**src/rtl/memory_stage.sv**
```systemverilog
// MEM stage: issues dmem req/gnt/rvalid transactions, aligns/extends loads, loads MEM/WB.
// Latency: stores 0 hold cycles, loads 1 + gnt/rvalid wait cycles; mem_hold freezes upstream while a memop is pending.
module memory_stage (
    input  logic        clk,
    input  logic        Rst,
    input  logic        dbg,
    input  logic        EX_MEM_memread,
    input  logic        EX_MEM_memwrite,
    input  logic        EX_MEM_regwrite,
    input  logic [4:0]  EX_MEM_rd,
    input  logic [31:0] EX_MEM_alures,
    input  logic [31:0] EX_MEM_mulres,
    input  logic [31:0] EX_MEM_divres,
    input  logic        EX_MEM_mul_ready,
    input  logic        EX_MEM_div_ready,
    input  logic [31:0] EX_MEM_dout_rs2,
    input  logic [4:0]  EX_MEM_loadcntrl,
    input  logic [2:0]  EX_MEM_storecntrl,
    output logic        dmem_req,
    output logic        dmem_we,
    output logic [31:0] dmem_addr,
    output logic [3:0]  dmem_be,
    output logic [31:0] dmem_wdata,
    input  logic        dmem_gnt,
    input  logic        dmem_rvalid,
    input  logic [31:0] dmem_rdata,
    output logic        mem_hold,
    output logic [4:0]  MEM_WB_rd,
    output logic        MEM_WB_regwrite,
    output logic [31:0] WB_res,
    output logic        misalign_exc,
    output logic [31:0] misalign_addr
);

    localparam logic [1:0] IDLE = 2'd0;
    localparam logic [1:0] REQ  = 2'd1;
    localparam logic [1:0] WAIT = 2'd2;
    localparam logic [1:0] DONE = 2'd3;

    logic [1:0]  state;
    logic [1:0]  state_nxt;
    logic        memop;
    logic        misal;
    logic        issue;
    logic        req_raw;
    logic        hold_raw;
    logic        misal_fire;
    logic [1:0]  lane;
    logic [7:0]  ld_byte;
    logic [15:0] ld_half;
    logic [31:0] ld_ext;
    logic [31:0] ld_cap;
    logic [31:0] res_sel;

    assign lane  = EX_MEM_alures[1:0];
    assign memop = EX_MEM_memread | EX_MEM_memwrite;

    assign misal = memop &
        (((EX_MEM_loadcntrl[1] | EX_MEM_loadcntrl[4] | EX_MEM_storecntrl[1]) & lane[0]) |
         ((EX_MEM_loadcntrl[2] | EX_MEM_storecntrl[2]) & (lane != 2'b00)));

    assign issue      = (state == IDLE) & memop & !misal & !dbg;
    assign req_raw    = issue | (state == REQ);
    assign misal_fire = (state == IDLE) & misal & !dbg;

    // Request outputs are forced low during reset even if EX/MEM still carries a memop.
    assign dmem_req  = Rst & req_raw;
    assign dmem_we   = dmem_req & EX_MEM_memwrite;
    assign dmem_addr = dmem_req ? {EX_MEM_alures[31:2], 2'b00} : 32'h0;

    always_comb begin
        dmem_be    = 4'h0;
        dmem_wdata = 32'h0;
        if (dmem_req) begin
            if (EX_MEM_memwrite) begin
                if (EX_MEM_storecntrl[0]) begin
                    dmem_be    = 4'b0001 << lane;
                    dmem_wdata = {4{EX_MEM_dout_rs2[7:0]}};
                end else if (EX_MEM_storecntrl[1]) begin
                    dmem_be    = 4'b0011 << {lane[1], 1'b0};
                    dmem_wdata = {2{EX_MEM_dout_rs2[15:0]}};
                end else begin
                    dmem_be    = 4'hF;
                    dmem_wdata = EX_MEM_dout_rs2;
                end
            end else begin
                dmem_be = 4'hF;
            end
        end
    end

    always_comb begin
        hold_raw = 1'b0;
        case (state)
            IDLE:    hold_raw = memop & !misal & !(EX_MEM_memwrite & dmem_gnt & !dbg);
            REQ:     hold_raw = !(EX_MEM_memwrite & dmem_gnt);
            WAIT:    hold_raw = !dmem_rvalid;
            default: hold_raw = 1'b0;
        endcase
    end

    assign mem_hold = Rst & hold_raw;

    always_comb begin
        ld_byte = dmem_rdata[7:0];
        case (lane)
            2'd0:    ld_byte = dmem_rdata[7:0];
            2'd1:    ld_byte = dmem_rdata[15:8];
            2'd2:    ld_byte = dmem_rdata[23:16];
            default: ld_byte = dmem_rdata[31:24];
        endcase
        ld_half = lane[1] ? dmem_rdata[31:16] : dmem_rdata[15:0];
        ld_ext  = dmem_rdata;
        if (EX_MEM_loadcntrl[0])      ld_ext = {{24{ld_byte[7]}}, ld_byte};
        else if (EX_MEM_loadcntrl[1]) ld_ext = {{16{ld_half[15]}}, ld_half};
        else if (EX_MEM_loadcntrl[3]) ld_ext = {24'h0, ld_byte};
        else if (EX_MEM_loadcntrl[4]) ld_ext = {16'h0, ld_half};
    end

    always_comb begin
        state_nxt = state;
        case (state)
            IDLE: if (issue) begin
                if (dmem_gnt) state_nxt = EX_MEM_memwrite ? IDLE : WAIT;
                else          state_nxt = REQ;
            end
            REQ: if (dmem_gnt) begin
                if (!EX_MEM_memwrite) state_nxt = WAIT;
                else                  state_nxt = dbg ? DONE : IDLE;
            end
            WAIT: if (dmem_rvalid) state_nxt = dbg ? DONE : IDLE;
            default: if (!dbg) state_nxt = IDLE;
        endcase
    end

    // In DONE the load result comes from the capture register; otherwise straight from rdata.
    always_comb begin
        if (EX_MEM_memread)        res_sel = (state == DONE) ? ld_cap : ld_ext;
        else if (EX_MEM_div_ready) res_sel = EX_MEM_divres;
        else if (EX_MEM_mul_ready) res_sel = EX_MEM_mulres;
        else                       res_sel = EX_MEM_alures;
    end

    always_ff @(posedge clk or negedge Rst) begin
        if (!Rst) begin
            state           <= IDLE;
            ld_cap          <= 32'h0;
            MEM_WB_rd       <= 5'h0;
            MEM_WB_regwrite <= 1'b0;
            WB_res          <= 32'h0;
            misalign_exc    <= 1'b0;
            misalign_addr   <= 32'h0;
        end else begin
            state        <= state_nxt;
            misalign_exc <= misal_fire;
            if (misal_fire)
                misalign_addr <= EX_MEM_alures;
            if ((state == WAIT) && dmem_rvalid)
                ld_cap <= ld_ext;
            if (!dbg) begin
                if (hold_raw) begin
                    MEM_WB_regwrite <= 1'b0;
                end else begin
                    MEM_WB_rd       <= EX_MEM_rd;
                    MEM_WB_regwrite <= EX_MEM_regwrite & !misal;
                    WB_res          <= res_sel;
                end
            end
        end
    end

endmodule

```
**config.mk**
```make
export PLATFORM = sky130hd
export DESIGN_NAME = memory_stage
export DESIGN_NICKNAME = d
export VERILOG_FILES = /design/src/rtl/memory_stage.sv
export SDC_FILE = /design/constraint.sdc
export NUM_CORES = 1
export LEC_CHECK = 0
export ABC_AREA = 1
export CORE_MARGIN = 2
export CORE_UTILIZATION = 39
export DETAILED_ROUTE_END_ITERATION = 10
export PLACE_DENSITY = 0.81
export SYNTH_ARGS = -nofsm -noshare
export SYNTH_HDL_FRONTEND = slang
export SYNTH_SLANG_ARGS = --single-unit
```
**constraint.sdc**
```tcl
create_clock -name clk -period 1.6 [get_ports clk]
set_clock_uncertainty 0.1 [all_clocks]
set_input_delay 0.24 -clock clk [delete_from_list [all_inputs] [get_ports clk]]
set_output_delay 0.24 -clock clk [all_outputs]
set_load 0.1 [all_outputs]
```
# [Word-level counts from Yosys, hierarchy flattened]
# Cells that the tools add are included.
[word_totals] word_cells=83 input_bits=183 out_inout_bits=142 ff_bits=105
[op_classes] shift=2 n_reduce_logical=11 eq_ne=9 muxes=30 n_bitwise=24
[op_table] cell="$mux W32" n=13
[op_table] cell="$pmux W8 S3" n=1
[op_table] cell="$and A1 B1 Y1" n=16
[op_table] cell="$mux W16" n=1
[op_table] cell="$mux W2" n=8
[op_table] cell="$mux W4" n=4
[op_table] cell="$eq A2 B2 Y1 const B" n=3
[op_table] cell="$ne A2 B2 Y1 const B" n=3
[op_table] cell="$or A1 B1 Y1" n=6
[op_table] cell="$pmux W2 S3" n=1
[op_table] cell="$logic_not A1 Y1" n=5
[op_table] cell="$eq A2 B1 Y1 const B" n=2
[op_table] cell="$logic_not A2 Y1" n=2
[op_table] cell="$ne A4 B1 Y1 const B" n=1
[op_table] cell="$reduce_and A4 Y1" n=1
[op_table] cell="$shl A1 B2 Y4 const A" n=1
[op_table] cell="$shl A2 B2 Y4 const A" n=1
[op_table] cell="$pmux W1 S3" n=1
[op_table] cell="$not A1 Y1" n=2
[op_table] cell="$reduce_and A2 Y1" n=1
[op_table] cell="$reduce_bool A2 Y1" n=1
[op_table] cell="$logic_and A1 B1 Y1" n=1
[op_table] cell="$mux W1" n=1

# [Depth between registers and ports, before layout]
# Gate-level depths: netlist of run 1.
[logic_depth] word_depth=11 mapped_depth=12

# [Worst setup path before layout of run 1]
# Ideal clock, no wire load.
[synth_timing] kind="flip-flop to output port" from="register state[1]" to="output dmem_be[2]" path_slack_ns=-1.911 t_required_ns=1.260 arrival_ns=3.171 path_buffers=0 stages_incl_launch_ff=8 path_cell_list="dfrtp_1 -> nor2_2 -> inv_2 -> nor2_2 -> nand4_2 -> a21oi_4 -> inv_2 -> a21oi_1"
[synth_via] elab_chain_cells=7
[synth_lines] item="start: declaration" line="40" rtl="logic [1:0] state;"
[synth_lines] item="start signal: assignment" line="154" rtl="state <= state_nxt;"
[synth_lines] item="$logic_not A2 Y1" line="62" rtl="assign issue = (state == IDLE) & memop & !misal & !dbg;"
[synth_lines] item="$and A1 B1 Y1 (3 in series)" line="62"
[synth_lines] item="$or A1 B1 Y1 (*)" line="63" rtl="assign req_raw = issue | (state == REQ);"
[synth_lines] item="$and A1 B1 Y1 (*)" line="67" rtl="assign dmem_req = Rst & req_raw;"
[synth_lines] item="named net dmem_req" line="19" rtl="output logic dmem_req,"
[synth_lines] item="$mux W4 (*)" line="74" rtl="if (dmem_req) begin"
[synth_lines] item="end: declaration" line="22" rtl="output logic [3:0] dmem_be,"
# Mark *: on every way through the listed nets, which the timed path passes. The rest lies on a longest branch.

# [Final worst setup path of run 1]
[layout_timing] from="register state[0]" to="output dmem_addr[9]"
[layout_via] elab_chain_cells=7
[layout_lines] item="$logic_not A2 Y1" line="62"
[layout_lines] item="$and A1 B1 Y1 (3 in series)" line="62"
[layout_lines] item="$or A1 B1 Y1 (*)" line="63"
[layout_lines] item="$and A1 B1 Y1 (*)" line="67"
[layout_lines] item="$mux W32 (*)" line="69" rtl="assign dmem_addr = dmem_req ? {EX_MEM_alures[31:2], 2'b00} : 32'h0;"
[layout_lines] item="end: declaration" line="21" rtl="output logic [31:0] dmem_addr,"
# Mark *: on every way between the ends. The rest lies on a longest branch, timed or not.

==> flow_metrics.py, run 1 <==
metrics = {
    "cells_and_area": {
        "layout_commonest_cell": "nand2_1",
        "mostFrequentLayoutCells": "368 x nand2_1, 176 x clkdlybuf4s50_1, 164 x buf_12, 105 x dfrtp_1, 96 x buf_4",
        "fin_nets": 1707,
        "drive_gt1_share_pct": 28.0,
        "syn2layout_area_growth_pct": 102,
        "final_core_util_pct": 80.4,
        "num-fill-cells": 995,
    },
    "critical_path": {
        "crit_path_end_kind": "primary output",
        "path_max_fanout": 11,
        "critPathTopFamily": "buffers and inverters",
        "crit_slowest_cell": "dfrtp_1",
        "setup.worst_path.class": "reg -> out",
        "cpPeakStageDelay_ns": 0.39,
        "r2r_slack_ns": -0.53,
        "cp_num_buf_inv": 4,
        "timing.rr.end": "WB_res[24]$_DFFE_PN0P_",
        "rr_worst_depth": 12,
        "cp_data_required_time_ns": 1.26,
        "timing.rr.start": "state[0]$_DFFE_PN0P_",
        "cp-start-kind": "register",
        "path_cells": "nor2_2 > inv_2 > nor2_4 > nand4_4 > a21oi_4 > inv_4 > buf_12 > nor2_4 > buf_12",
        "cp_data_arrival_time_ns": 2.04,
    },
    "timing": {
        "tns_ns": -76.43,
        "rsz0062_at_grt": "yes",
        "post-route-min-period_ns": 2.38,
        "slew_headroom_pct": 41.7,
        "fmax_mhz": 420,
        "hold_viol": 0,
        "finalCritPeriodShare_pct": 149,
        "setup_viol": 140,
        "fin_ws_ns": -0.779,
        "finalMaxSlewViolations": 0,
        "worst_pin_slew_ns": 0.875,
    },
    "drt": {
        "wl_per_cell_um": 20.5,
        "ant_nets": 0,
        "dr.pass1.iters": 5,
        "vias": 9783,
        "totalWireLength_um": 36000,
        "viasPerCell": 5.57,
        "drc_errors": 0,
        "initialDrtViolationCount": 907,
    },
    "power": {
        "powerDensity_mw_per_mm2": 1770,
        "cellLeakagePower_uw": 0.00687,
        "irDropWorstVdd_mv": 2.19,
    },
    "floorplanning": {
        "dieArea_sq_mm": 0.0194,
        "rows": 49,
        "start_util_pct": 39.8,
        "die_w_um": 139,
        "dieHeight_um": 139,
        "ios": 325,
        "core_sq_mm": 0.0180,
    },
    "yosys": {
        "synthDominantCellAreaShare_pct": 36.7,
        "synth_cells": 1117,
        "ys_ff_latch": 105,
        "seq_area_frac_synth_pct": 36.7,
        "synth.area.top_cells": "dfrtp_1 37%, nand2_1 20%, nor2_1 7.5%",
        "yosysTopAreaCell": "dfrtp_1",
        "netlist_area_sq_mm": 0.00715,
        "ys_warn_count": 0,
        "syn_area_per_cell_sq_um": 6.40,
        "synth_cell_types": 29,
    },
    "run_status": {
        "outcome": "complete, but fails checks",
        "violations": "negative setup slack",
    },
    "clock_network": {
        "cts_buffer_depth": 2,
        "htree_levels": 3,
        "cts_tree": "built",
        "clkSinkCount": 105,
        "root_buffer": "clkbuf_16",
        "clk_pin_slew_worst_paths_ns": 0.07,
        "numCtsBuffers": 9,
        "clk_latency_ns": 0.35,
    },
    "global_route": {
        "grt_pass1_vias": 10100,
        "track_usage_pct": 34.7,
        "grt_start_max_net_pins": 65,
        "overflow": 0,
        "antenna_found_initial": 1,
        "grt_pass1_wl_um": 53600,
    },
    "placement": {
        "place_hpwl_um": 24000,
        "gp_congestion": 0.954,
        "place_ws_ns": -0.890,
        "port_buffers": 322,
    },
    "worst_hold_path": {
        "min_path_type": "in -> async",
    },
    "job": {
        "cap_violations": 0,
    },
}
[cells in the mapped netlist]
cell type  instances
nand2_1          380
nor2_1           142
dfrtp_1          105
inv_1             89
nand3_1           86
a21oi_1           75
o211ai_1          64
o21ai_0           46
clkbuf_1          42
buf_2             24
o21ai_1            9
a21boi_0           8
buf_4              8
inv_2              8
o21a_1             8
mux2_2             5
nor2_2             3
a211oi_1           2
buf_1              2
nand2_2            2
a21oi_4            1
a311oi_1           1
and2_1             1
clkinv_1           1
conb_1             1
nand4_1            1
nand4_2            1
nor3_1             1
o21ai_2            1
[state kept, by name, summed over array words and instances (netlist names)]
| name | flops |
|---|---|
| WB_res | 32 |
| state | 2 |
| ld_cap | 32 |
| misalign_addr | 32 |
| MEM_WB_rd | 5 |
| misalign_exc | 1 |
| MEM_WB_regwrite | 1 |
[final cells by class]
cell class / instances / area [sq um] / share of cell area, %
clock buffer: 10 / 239 / 1.66
inverter: 98 / 382 / 2.64
sequential: 105 / 2630 / 18.2
tap: 229 / 287 / 1.98
multi-input combinational: 839 / 4490 / 31.1
antenna: 1 / 2.50 / 0.0173
timing repair buffer: 471 / 6380 / 44.2
clock inverter: 3 / 20.0 / 0.139
[worst max path at each step]
stage                         start             end  slack, ns  cells after the start
6_report       state[0]$_DFFE_PN0P_    dmem_addr[9]      -0.78                      9
5_1_grt        state[0]$_DFFE_PN0P_  dmem_wdata[22]      -0.87                      9
4_1_cts        state[0]$_DFFE_PN0P_  dmem_wdata[10]      -0.77                      9
3_5_place_dp       EX_MEM_alures[0]  dmem_wdata[10]      -0.89                     10
3_3_place_gp    EX_MEM_loadcntrl[1]   dmem_addr[10]      -0.84                     10
2_1_floorplan  state[0]$_DFFE_PN0P_  dmem_wdata[10]      -1.23                      8
[power breakdown]
group          switching (uW)  internal (uW)  leakage (uW)  total [uW]
Sequential               1190           3900       0.00127        5090
Combinational           11700           6670       0.00547       18400
Clock                    1000           1070      0.000122        2080
Total                   13900          11600       0.00687       25600
[metrics by stage]
| step | hold WS (ns) | total power, uW | instance area [sq um] | std cells |
|---|---|---|---|---|
| 2_1_floorplan | -0.156 | 15100 | 7780 | 1118 |
| 3_3_place_gp | 0.250 | 21700 | 13400 | 1711 |
| 3_5_place_dp | 0.262 | 22100 | 13400 | 1711 |
| 4_1_cts | 0.0323 | 24900 | 14200 | 1747 |
| 5_1_grt | 0.0945 | 26300 | 14400 | 1756 |
| 6_report | 0.000175 | 25600 | 14400 | 1756 |
[metal layers]
metal  up-vias  global-route usage (%)  part of all wire [%]
li1       4413                       -                     -
met1      4622                    39.4                    34
met2       574                    61.2                    52
met3       174                    7.02                   7.7
met4         0                    19.2                   6.5
met5         -                       0                     0
[repair_timing]
action / in CTS / in global routing
pin swaps: 6 / 4
resized for setup: 41 / 48
gates cloned: 12 / 4
endpoints found under the setup margin: 166 / 168
hold endpoints to repair: 41 / 0
hold buffers: 1 / 0
setup buffers: 10 / 6
[cells by family (layout without fill, tap and decap cells)]
kind of cell | count (synthesis) | in the layout | synth area share (%)
other | 1 | 3 | 0.0524
AND/OR/NAND/NOR | 617 | 617 | 34.3
flip-flops | 105 | 105 | 36.7
multiplexers | 5 | 5 | 0.787
buffers and inverters | 174 | 582 | 9.97
AO/OA/AOI/OAI | 215 | 215 | 18.2
No activity file was read; power rests on OpenSTA's default activity.
==> run 2, diff against run 1 <==
Settings changed: CORE_UTILIZATION 39 to 46, PLACE_DENSITY 0.81 to 0.9.
Clock period 1.6 ns to 2.9 ns, I/O delays scaled along.
==> run 2 against run 1 <==
Effect of this change:
- the run now ends clean
- final cell count shrank 8.9%
- register-to-register slack gained 1.4 ns
- clock power shrank 30%
- critical path depth grew 1
- total power shrank 54%
- non-clock buffer count shrank 116
- die area shrank 15%
- hold slack gained 0.13 ns
- highest routed layer unchanged
- global-route usage shrank 0.47 points
==> flow_metrics.py, run 2 (same netlist as run 1, synthesis figures left out) <==
metrics = {
    "critical_path": {
        "setup.worst_path.class": "in -> out",
        "path_common_cell": "buf_12",
        "cpPeakStageDelay_ns": 0.43,
        "critPathLaunch": "EX_MEM_loadcntrl[1]",
        "timing.rr.start": "state[1]$_DFFE_PN0P_",
        "cp_data_required_time_ns": 2.37,
        "crit_path_end_kind": "primary output",
        "path_max_fanout": 33,
        "path_cells": "clkdlybuf4s50_1 > inv_2 > nand2_4 > o21ai_4 > nand4_2 > a21oi_4 > nand2_2 > buf_12 > nor2_1 > buf_12",
        "cp_num_buf_inv": 4,
        "cp_data_arrival_time_ns": 2.31,
        "crit_slowest_cell": "clkdlybuf4s50_1",
        "cp-start-kind": "input pin",
        "critPathTopFamily": "buffers and inverters",
    },
    "timing": {
        "finalCritPeriodShare_pct": 98.1,
        "post-route-min-period_ns": 2.85,
        "tns_ns": 0,
        "finalMaxSlewViolations": 0,
        "setup_viol": 0,
        "worst_pin_slew_ns": 0.881,
        "hold_viol": 0,
        "slew_headroom_pct": 41.2,
        "rsz0062_at_grt": "yes",
        "fmax_mhz": 351,
    },
    "drt": {
        "totalWireLength_um": 29100,
        "ant_nets": 0,
        "initialDrtViolationCount": 944,
        "wl_per_cell_um": 18.2,
        "dr.pass1.iters": 5,
        "viasPerCell": 5.50,
        "vias": 8798,
        "drc_errors": 0,
    },
    "clock_network": {
        "cts_buffer_depth": 2,
        "cts_tree": "built",
        "post_cts_buffers": 0,
        "clkSinkCount": 105,
        "htree_levels": 3,
        "clk_pin_slew_worst_paths_ns": 0.07,
        "root_buffer": "clkbuf_16",
        "numCtsBuffers": 9,
        "postCtsHoldBufs": 0,
        "clk_latency_ns": 0.35,
    },
    "cells_and_area": {
        "reg_top3": "WB_res (32), ld_cap (32), misalign_addr (32)",
        "antennaDiodeCount": 0,
        "drive_gt1_share_pct": 18.5,
        "mostFrequentLayoutCells": "380 x nand2_1, 179 x clkdlybuf4s50_1, 105 x dfrtp_1, 99 x nor2_1, 96 x buf_4",
        "syn2layout_area_growth_pct": 64.1,
        "num-fill-cells": 1071,
        "fin_nets": 1591,
        "layout_commonest_cell": "nand2_1",
    },
    "floorplanning": {
        "core_sq_mm": 0.0152,
        "dieArea_sq_mm": 0.0166,
        "dieHeight_um": 129,
        "rows": 45,
        "ios": 325,
        "die_w_um": 129,
        "start_util_pct": 47.0,
    },
    "global_route": {
        "antenna_found_initial": 0,
        "overflow": 0,
        "track_usage_pct": 34.3,
        "grt_use_met2_pct": 60.9,
        "grt_busiest_layer": "met2",
        "grt_pass1_vias": 8682,
        "grt_use_met3_pct": 5.74,
        "grt_pass1_wl_um": 44700,
        "grt_start_max_net_pins": 66,
        "met1_usage_pct": 41.3,
    },
    "job": {
        "cap_violations": 0,
    },
    "worst_hold_path": {
        "min_path_type": "in -> async",
    },
    "power": {
        "p_comb_share_pct": 66.2,
        "total_power_uw": 11800,
        "powerDensity_mw_per_mm2": 1010,
        "swShare_pct": 58.5,
        "clockPowerShare_pct": 12.2,
        "p_int_uw": 4910,
        "irDropWorstVdd_mv": 1.30,
        "power_switching_uw": 6930,
        "cellLeakagePower_uw": 0.00580,
        "seqPwrFrac_pct": 21.5,
    },
    "placement": {
        "port_buffers": 322,
        "place_hpwl_um": 21800,
        "gp_congestion": 0.948,
    },
    "run_status": {
        "outcome": "finished, final reports clean",
    },
}
run 2: power by group through the flow:
stage               clock, uW  combinational (uW)  sequential, uW
finish                   1450                7840            2550
global placement            0                7640            2510
global route             1520                8160            2610
detailed placement          0                7770            2540
CTS                      1460                7810            2540
floorplan                   0                2280            5850
run 2: path summary, 6_finish.rpt:
| path | to | slack (ns) | cells past startpoint |
|---|---|---|---|
| max | dmem_wdata[21] | 0.05 | 10 |
| min | ld_cap[6]$_DFFE_PN0P_ | 0.13 | 2 |
| max reg2reg | WB_res[13]$_DFFE_PN0P_ | 0.87 | 7 |
| min reg2reg | WB_res[13]$_DFFE_PN0P_ | 0.39 | 2 |
| max in group asynchronous | misalign_addr[2]$_DFFE_PN0P_ | 1.35 | 3 |
| min in group clk | WB_res[13]$_DFFE_PN0P_ | 0.39 | 2 |
run 2: stage by stage:
| stage | hold WS [ns] | setup slack (ns) | instance area, sq um | std cells | utilization (%) |
|---|---|---|---|---|---|
| 4_1_cts | 0.137 | 0.0130 | 11700 | 1600 | 76.9 |
| 3_5_place_dp | 0.366 | -0.00309 | 11300 | 1585 | 74.4 |
| 2_1_floorplan | 0.0394 | -0.793 | 7330 | 1118 | - |
| 3_3_place_gp | 0.363 | 0.00696 | 11300 | 1585 | 74.4 |
| 6_report | 0.127 | 0.0542 | 11700 | 1600 | 77.2 |
| 5_1_grt | 0.167 | -0.00769 | 11700 | 1600 | 77.2 |
run 2: what timing repair did:
item,CTS,global route
resized for setup,7,19
setup endpoints to repair,7,42
pin swaps,0,0
run 2: final cells by class:
type	instances	area, sq um	share of cell area, %
repair buffers	355	4090	34.9
multi-input cells	839	4060	34.6
flip-flops and latches	105	2630	22.4
inverters	98	373	3.18
clock buffers	11	253	2.15
well taps	188	235	2.00
clock inverters	4	98.8	0.842
run 2: layer usage:
| metal | part of all wire, % | wire length, um |
|---|---|---|
| met3 | 6.6 | 1930 |
| met1 | 37 | 10900 |
| met2 | 52 | 15100 |
| met5 | 0 | 0 |
| met4 | 4.0 | 1160 |
run 2: worst register-to-register path: stages (launching register included):
cell and delay [ns]:
dfrtp_1 0.46, nand2_1 0.11, inv_1 0.66, a21oi_1 0.18
o21ai_0 0.21, nand2_1 0.09, nand2_1 0.07, nand2_1 0.04
